File: config.mk
export PLATFORM = sky130hd
export DESIGN_NAME = riscv_vec_mem_lane_unit
export DESIGN_NICKNAME = d
export VERILOG_FILES = /design/src/rtl/riscv_vec_mem_lane_unit.sv
export SDC_FILE = /design/constraint.sdc
export NUM_CORES = 2
export LEC_CHECK = 0
export ABC_CLOCK_PERIOD_IN_PS = 7700
export BUFFER_PORTS_ARGS = -buffer_cell sky130_fd_sc_hd__buf_2
export CAP_MARGIN = 5
export CORE_AREA = 10 10 536 538
export CTS_CLUSTER_DIAMETER = 200
export DETAILED_ROUTE_END_ITERATION = 6
export DIE_AREA = 0 0 546 548
export HOLD_SLACK_MARGIN = 0.12
export SLEW_MARGIN = 0
export SYNTH_ARGS = -nofsm -noshare
export SYNTH_HDL_FRONTEND = slang
export SYNTH_SLANG_ARGS = --single-unit
File: constraint.sdc
create_clock -name i_clk -period 7.7 [get_ports i_clk]
set_input_delay 1.54 -clock i_clk [delete_from_list [all_inputs] [get_ports i_clk]]
set_output_delay 1.54 -clock i_clk [all_outputs]
set_load 0.005 [all_outputs]
File: src/rtl/riscv_vec_mem_lane_unit.sv
// ---------------------------------------------------------------------------
// riscv_vec_mem_lane_unit
//
// Purpose:
//   Vector memory front-end. One core vector load/store request is split into
//   NLANES per-lane element requests at addr + i*stride. Only lanes below the
//   vector length are used. Each lane handshakes with its own memory port.
//   The per-lane responses are gathered into one packed result, and that
//   result goes back to the core over a val/rdy handshake.
//
// Optional feature:
//   RISCV_VECMEM_MASK_EN - adds input i_req_mask, which is latched when a
//   request is accepted. A masked lane never issues and returns 0.
//
// Ports:
//   i_clk, i_rst_n                clock (rising edge), async active-low reset
//   i_req_val / o_req_rdy         core request handshake
//   i_req_rw                      0 = load, 1 = store
//   i_req_len                     element length code, sent to every lane
//   i_req_addr, i_req_stride      base address and signed element stride
//   i_req_vl                      active element count (clamped to NLANES)
//   i_req_data                    store data, lane i at [i*DW +: DW]
//   o_resp_val / i_resp_rdy       gathered result handshake
//   o_resp_data                   load data, lane i at [i*DW +: DW]
//   o_memreq_val / i_memreq_rdy   per-lane memory request handshake
//   o_memreq_rw, o_memreq_len     registered request kind and length
//   o_memreq_addr, o_memreq_data  per-lane address and store data
//   i_memresp_val, i_memresp_data per-lane responses (always accepted)
// ---------------------------------------------------------------------------
module riscv_vec_mem_lane_unit #(
  parameter int NLANES = 8,
  parameter int AW     = 32,
  parameter int DW     = 32,
  parameter int VLW    = 5
) (
  input  logic                 i_clk,
  input  logic                 i_rst_n,
  input  logic                 i_req_val,
  output logic                 o_req_rdy,
  input  logic                 i_req_rw,
  input  logic [1:0]           i_req_len,
  input  logic [AW-1:0]        i_req_addr,
  input  logic [AW-1:0]        i_req_stride,
  input  logic [VLW-1:0]       i_req_vl,
  input  logic [NLANES*DW-1:0] i_req_data,
`ifdef RISCV_VECMEM_MASK_EN
  input  logic [NLANES-1:0]    i_req_mask,
`endif
  output logic                 o_resp_val,
  input  logic                 i_resp_rdy,
  output logic [NLANES*DW-1:0] o_resp_data,
  output logic [NLANES-1:0]    o_memreq_val,
  input  logic [NLANES-1:0]    i_memreq_rdy,
  output logic                 o_memreq_rw,
  output logic [1:0]           o_memreq_len,
  output logic [NLANES*AW-1:0] o_memreq_addr,
  output logic [NLANES*DW-1:0] o_memreq_data,
  input  logic [NLANES-1:0]    i_memresp_val,
  input  logic [NLANES*DW-1:0] i_memresp_data
);

  localparam logic [1:0] ST_IDLE = 2'd0;
  localparam logic [1:0] ST_BUSY = 2'd1;
  localparam logic [1:0] ST_RESP = 2'd2;

  logic [1:0]           r_state;
  logic                 r_rw;
  logic [1:0]           r_len;
  logic [AW-1:0]        r_addr;
  logic [AW-1:0]        r_stride;
  logic [NLANES*DW-1:0] r_data;
  logic [NLANES-1:0]    r_active;
  logic [NLANES-1:0]    r_issued;
  logic [NLANES-1:0]    r_done;
  logic [NLANES*DW-1:0] r_resp_data;

  logic                 w_req_fire;
  logic                 w_busy;
  logic [NLANES-1:0]    w_new_active;
  logic [NLANES-1:0]    w_memreq_val;
  logic [NLANES-1:0]    w_memreq_fire;
  logic [NLANES-1:0]    w_capture;
  logic                 w_all_done;

  assign w_req_fire = (r_state == ST_IDLE) && i_req_val;
  assign w_busy     = (r_state == ST_BUSY);

  // Lane i is active when i < vl. The lane index never reaches NLANES, so a
  // vl larger than NLANES is clamped without any extra logic.
  always_comb begin
    w_new_active = '0;
    for (int i = 0; i < NLANES; i++) begin
      w_new_active[i] = (VLW'(i) < i_req_vl);
    end
`ifdef RISCV_VECMEM_MASK_EN
    w_new_active = w_new_active & i_req_mask;
`endif
  end

  assign w_memreq_val  = w_busy ? (r_active & ~r_issued) : '0;
  assign w_memreq_fire = w_memreq_val & i_memreq_rdy;

  // Only the first response on an issued lane counts. Stray responses are
  // dropped here, and that includes late ones that arrive after a reset.
  assign w_capture  = w_busy ? (i_memresp_val & r_issued & ~r_done) : '0;
  assign w_all_done = ((r_done | w_capture) == r_active);

  // Control FSM
  always_ff @(posedge i_clk or negedge i_rst_n) begin
    if (!i_rst_n) begin
      r_state <= ST_IDLE;
    end else begin
      case (r_state)
        ST_IDLE: begin
          if (w_req_fire) begin
            r_state <= (w_new_active == '0) ? ST_RESP : ST_BUSY;
          end
        end
        ST_BUSY: begin
          if (w_all_done) begin
            r_state <= ST_RESP;
          end
        end
        ST_RESP: begin
          if (i_resp_rdy) begin
            r_state <= ST_IDLE;
          end
        end
        default: r_state <= ST_IDLE;
      endcase
    end
  end

  // Request latch, plus per-lane issue and completion bookkeeping
  always_ff @(posedge i_clk or negedge i_rst_n) begin
    if (!i_rst_n) begin
      r_rw     <= 1'b0;
      r_len    <= '0;
      r_addr   <= '0;
      r_stride <= '0;
      r_data   <= '0;
      r_active <= '0;
      r_issued <= '0;
      r_done   <= '0;
    end else if (w_req_fire) begin
      r_rw     <= i_req_rw;
      r_len    <= i_req_len;
      r_addr   <= i_req_addr;
      r_stride <= i_req_stride;
      r_data   <= i_req_data;
      r_active <= w_new_active;
      r_issued <= '0;
      r_done   <= '0;
    end else if (w_busy) begin
      r_issued <= r_issued | w_memreq_fire;
      r_done   <= r_done | w_capture;
    end
  end

  // Result gather. Store responses only mark a lane done, so the result data
  // for a store stays 0.
  always_ff @(posedge i_clk or negedge i_rst_n) begin
    if (!i_rst_n) begin
      r_resp_data <= '0;
    end else if (w_req_fire) begin
      r_resp_data <= '0;
    end else begin
      for (int i = 0; i < NLANES; i++) begin
        if (w_capture[i] && !r_rw) begin
          r_resp_data[i*DW +: DW] <= i_memresp_data[i*DW +: DW];
        end
      end
    end
  end

  // The lane address wraps modulo 2^AW. This lets a negative stride come out
  // as descending addresses.
  for (genvar g = 0; g < NLANES; g++) begin : g_lane_addr
    assign o_memreq_addr[g*AW +: AW] = r_addr + (r_stride * AW'(g));
  end

  assign o_req_rdy     = (r_state == ST_IDLE);
  assign o_resp_val    = (r_state == ST_RESP);
  assign o_resp_data   = r_resp_data;
  assign o_memreq_val  = w_memreq_val;
  assign o_memreq_rw   = r_rw;
  assign o_memreq_len  = r_len;
  assign o_memreq_data = r_data;

endmodule

==> flow_summary.yaml <==
run_status:
  outcome: "completed"
place:
  hpwlAfterDp_um: 243000
  gp_congestion: 0.987
  place_inst: 9466
  portBuffers: 1384
critical_path:
  required_ns: 6.16
  path_delay_family: "compound AO/OA/AOI/OAI gates"
  startpoint_type: "flop"
  crit_chain: "ha_1 > nor2b_1 > o21a_1 > o211ai_1 > a211o_1 > a21oi_1 > buf_4 > a211o_1 > a2111oi_2 > nor2_1 > xor2_1 > ha_1 > a21o_1 > a21o_1 > a21oi_1 > nor2b_1 > a211oi_2 > o21ai_1 > a21oi_1 > xnor2_1 > buf_2"
  critPathBufInv: 2
  endpoint_kind: "output port"
  critPathArrivalTime_ns: 5.73
  path_common_cell: "a21oi_1"
  path_max_fanout: 13
  max_stage_delay_ns: 0.58
  setup.worst_path.class: "flop to output port"
  cp_slowest_cell: "dfrtp_4"
layout:
  syn_to_final_growth_pct: 38.0
  drive_gt1_share_pct: 27.6
  fin_nets: 6842
  final_cell_count_no_fill: 9640
die:
  die_w_um: 546
  die_h_um: 548
  start_util_pct: 13.8
  core_um2: 276000
  io_pins: 1385
  rows: 193
  die_area_um2: 299000
yosys:
  synth_area_per_cell_um2: 8.45
  synth_most_common_cell: "nand2_1"
  ys_top_cells_by_area: "dfrtp_1 40%, nand2_1 15%, ha_1 9.0%"
  ys.flop_type: "dfrtp_1"
  yosys.area.top_type: "dfrtp_1"
  syn_inst: 4499
  ys_seq_elements: 605
  synth_area_um2: 38000
  netlist.area_leader.share_pct: 39.8
  synth_edf_count: 0
  synth.top_cells.by_count: "1,532 x nand2_1, 605 x dfrtp_1, 328 x a21oi_1"
  yosysWarnings: 0
  ys_seq_area_share_pct: 39.8
  synthArstFlopShare_pct: 100
  synthesis.nets: 5499
  ys_types: 72
sta:
  tightest_slew_ns: 1.11
  fmax_ghz: 0.138
  skew_ns: 0.0378
  hold_violations: 0
  setup_tns_ns: 0
  post-route-min-period_ns: 7.27
  drv_slew: 0
  finalSetupViolations: 0
  finalCritPeriodShare_pct: 94.4
  rsz0062_at_grt: "false"
  slew_headroom_pct: 25.3
cts:
  clkTransAtPathRegs_ns: 0.06
  cts_sinks: 605
  cts_setup_buffers: 0
  cts-root-buf: "clkbuf_16"
  cts_buffers: 79
  cts.path.max_buffers: 3
  cts_tree: "built"
  hold_buffers: 0
  clock_latency_ns: 0.69
  htreeDepth: 3
run:
  maxCapViolations: 0
global_route:
  first_global_vias: 38521
  overflow: 0
  grt_pass1_wl_um: 366000
  grt_max_degree: 149
  gr-usage-all-layers_pct: 17.9
  antenna_found_initial: 189
route:
  drt-total-wl_um: 282000
  drc: 0
  viasPerCell: 4.04
  dr.pass1.iters: 5
  ant_nets: 0
  vias: 38993
  avgRoutedWirePerCell_um: 29.2
  drt_first_iter_violations: 3069
min_path:
  hp-class: "flop to flop"
-- registers in the layout, indices dropped and copies added (netlist names) --
register,count
o_memreq_data,256
o_resp_data,256
r_addr,32
r_stride,32
r_active,8
r_done,8
r_issued,8
o_memreq_len,2
r_state,2
o_memreq_rw,1
-- stage by stage --
stage | utilization (%) | hold WS, ns | setup slack (ns) | area [µm²]
after CTS | 19.0 | 0.474 | 0.132 | 52300
after global placement | 17.9 | 0.455 | 0.737 | 49500
after detailed placement | 17.9 | 0.457 | 0.758 | 49500
after floorplan | - | 0.465 | 1.69 | 38000
after global routing | 19.0 | 0.486 | 0.0567 | 52400
final | 19.0 | 0.467 | 0.428 | 52400
-- layout by cell type (no fill, tap or decap), types with 64 or more instances in the layout --
master,Yosys,routed
a21o_1,123,123
a21oi_1,328,328
buf_2,4,1383
nor2_1,143,143
xnor2_1,158,158
inv_1,218,218
ha_1,272,272
o21ai_0,143,143
nand2_1,1532,1531
xor2_1,73,73
fa_1,124,124
clkbuf_16,0,80
nand3_1,164,164
dfrtp_1,605,604
buf_4,10,64
-- layer usage --
metal | vias up | GRT usage (%) | share of wire (%)
met5 | - | 0 | 0.16
met4 | 74 | 4.29 | 2.9
met3 | 467 | 10.1 | 13
met2 | 1787 | 28.8 | 45
met1 | 19016 | 20.5 | 39
li1 | 17649 | - | -
-- worst paths after layout --
path | endpoint | cells past startpoint | slack [ns] | startpoint
min in group asynchronous | o_memreq_data[167]$_DFFE_PN0P_ | 1 | 0.84 | i_rst_n
max | o_memreq_addr[222] | 21 | 0.43 | r_stride[2]$_DFFE_PN0P_
min | o_memreq_data[64]$_DFFE_PN0P_ | 2 | 0.47 | o_memreq_data[64]$_DFFE_PN0P_
max reg2reg | o_resp_data[126]$_DFFE_PN0P_ | 8 | 4.58 | r_state[0]$_DFFE_PN0P_
max in group asynchronous | o_resp_data[218]$_DFFE_PN0P_ | 3 | 5.05 | i_rst_n
min reg2reg | o_memreq_data[64]$_DFFE_PN0P_ | 2 | 0.47 | o_memreq_data[64]$_DFFE_PN0P_
-- area by class of cell --
type                    count  area [µm²]
clock inverters            42         609
repair buffers           1457        7600
inverters                 218         818
diodes                     31        77.6
clock buffers             101        2210
fillers                 31329      224000
multi-input cells        3481       21300
well taps                3705        4640
flip-flops and latches    605       15100
-- logic make-up (layout without fill, tap and decap cells) --
group	count (synthesis)	after routing	synth area share [%]
AO/OA/AOI/OAI	828	828	13.5
XOR/XNOR	231	231	5.32
adder cells (fa/ha/maj)	396	396	15.5
buffers and inverters	413	1818	4.19
flip-flops	605	605	39.8
other	0	31	0
AND/OR/NAND/NOR	2026	2026	21.7
-- repair_timing --
item	in CTS	in global routing
gates cloned	0	0
endpoints found under the setup margin	2	2
resized for setup	1	4
-- tightest hold or removal path, stage by stage (launching register included) --
cell	delay (ns)
dfrtp_1	0.33
nand2_1	0.05
nand2_1	0.05
Power is left out: the tool's default activity adds up to more than one toggle a clock period on the data nets, which glitch-free logic cannot reach.
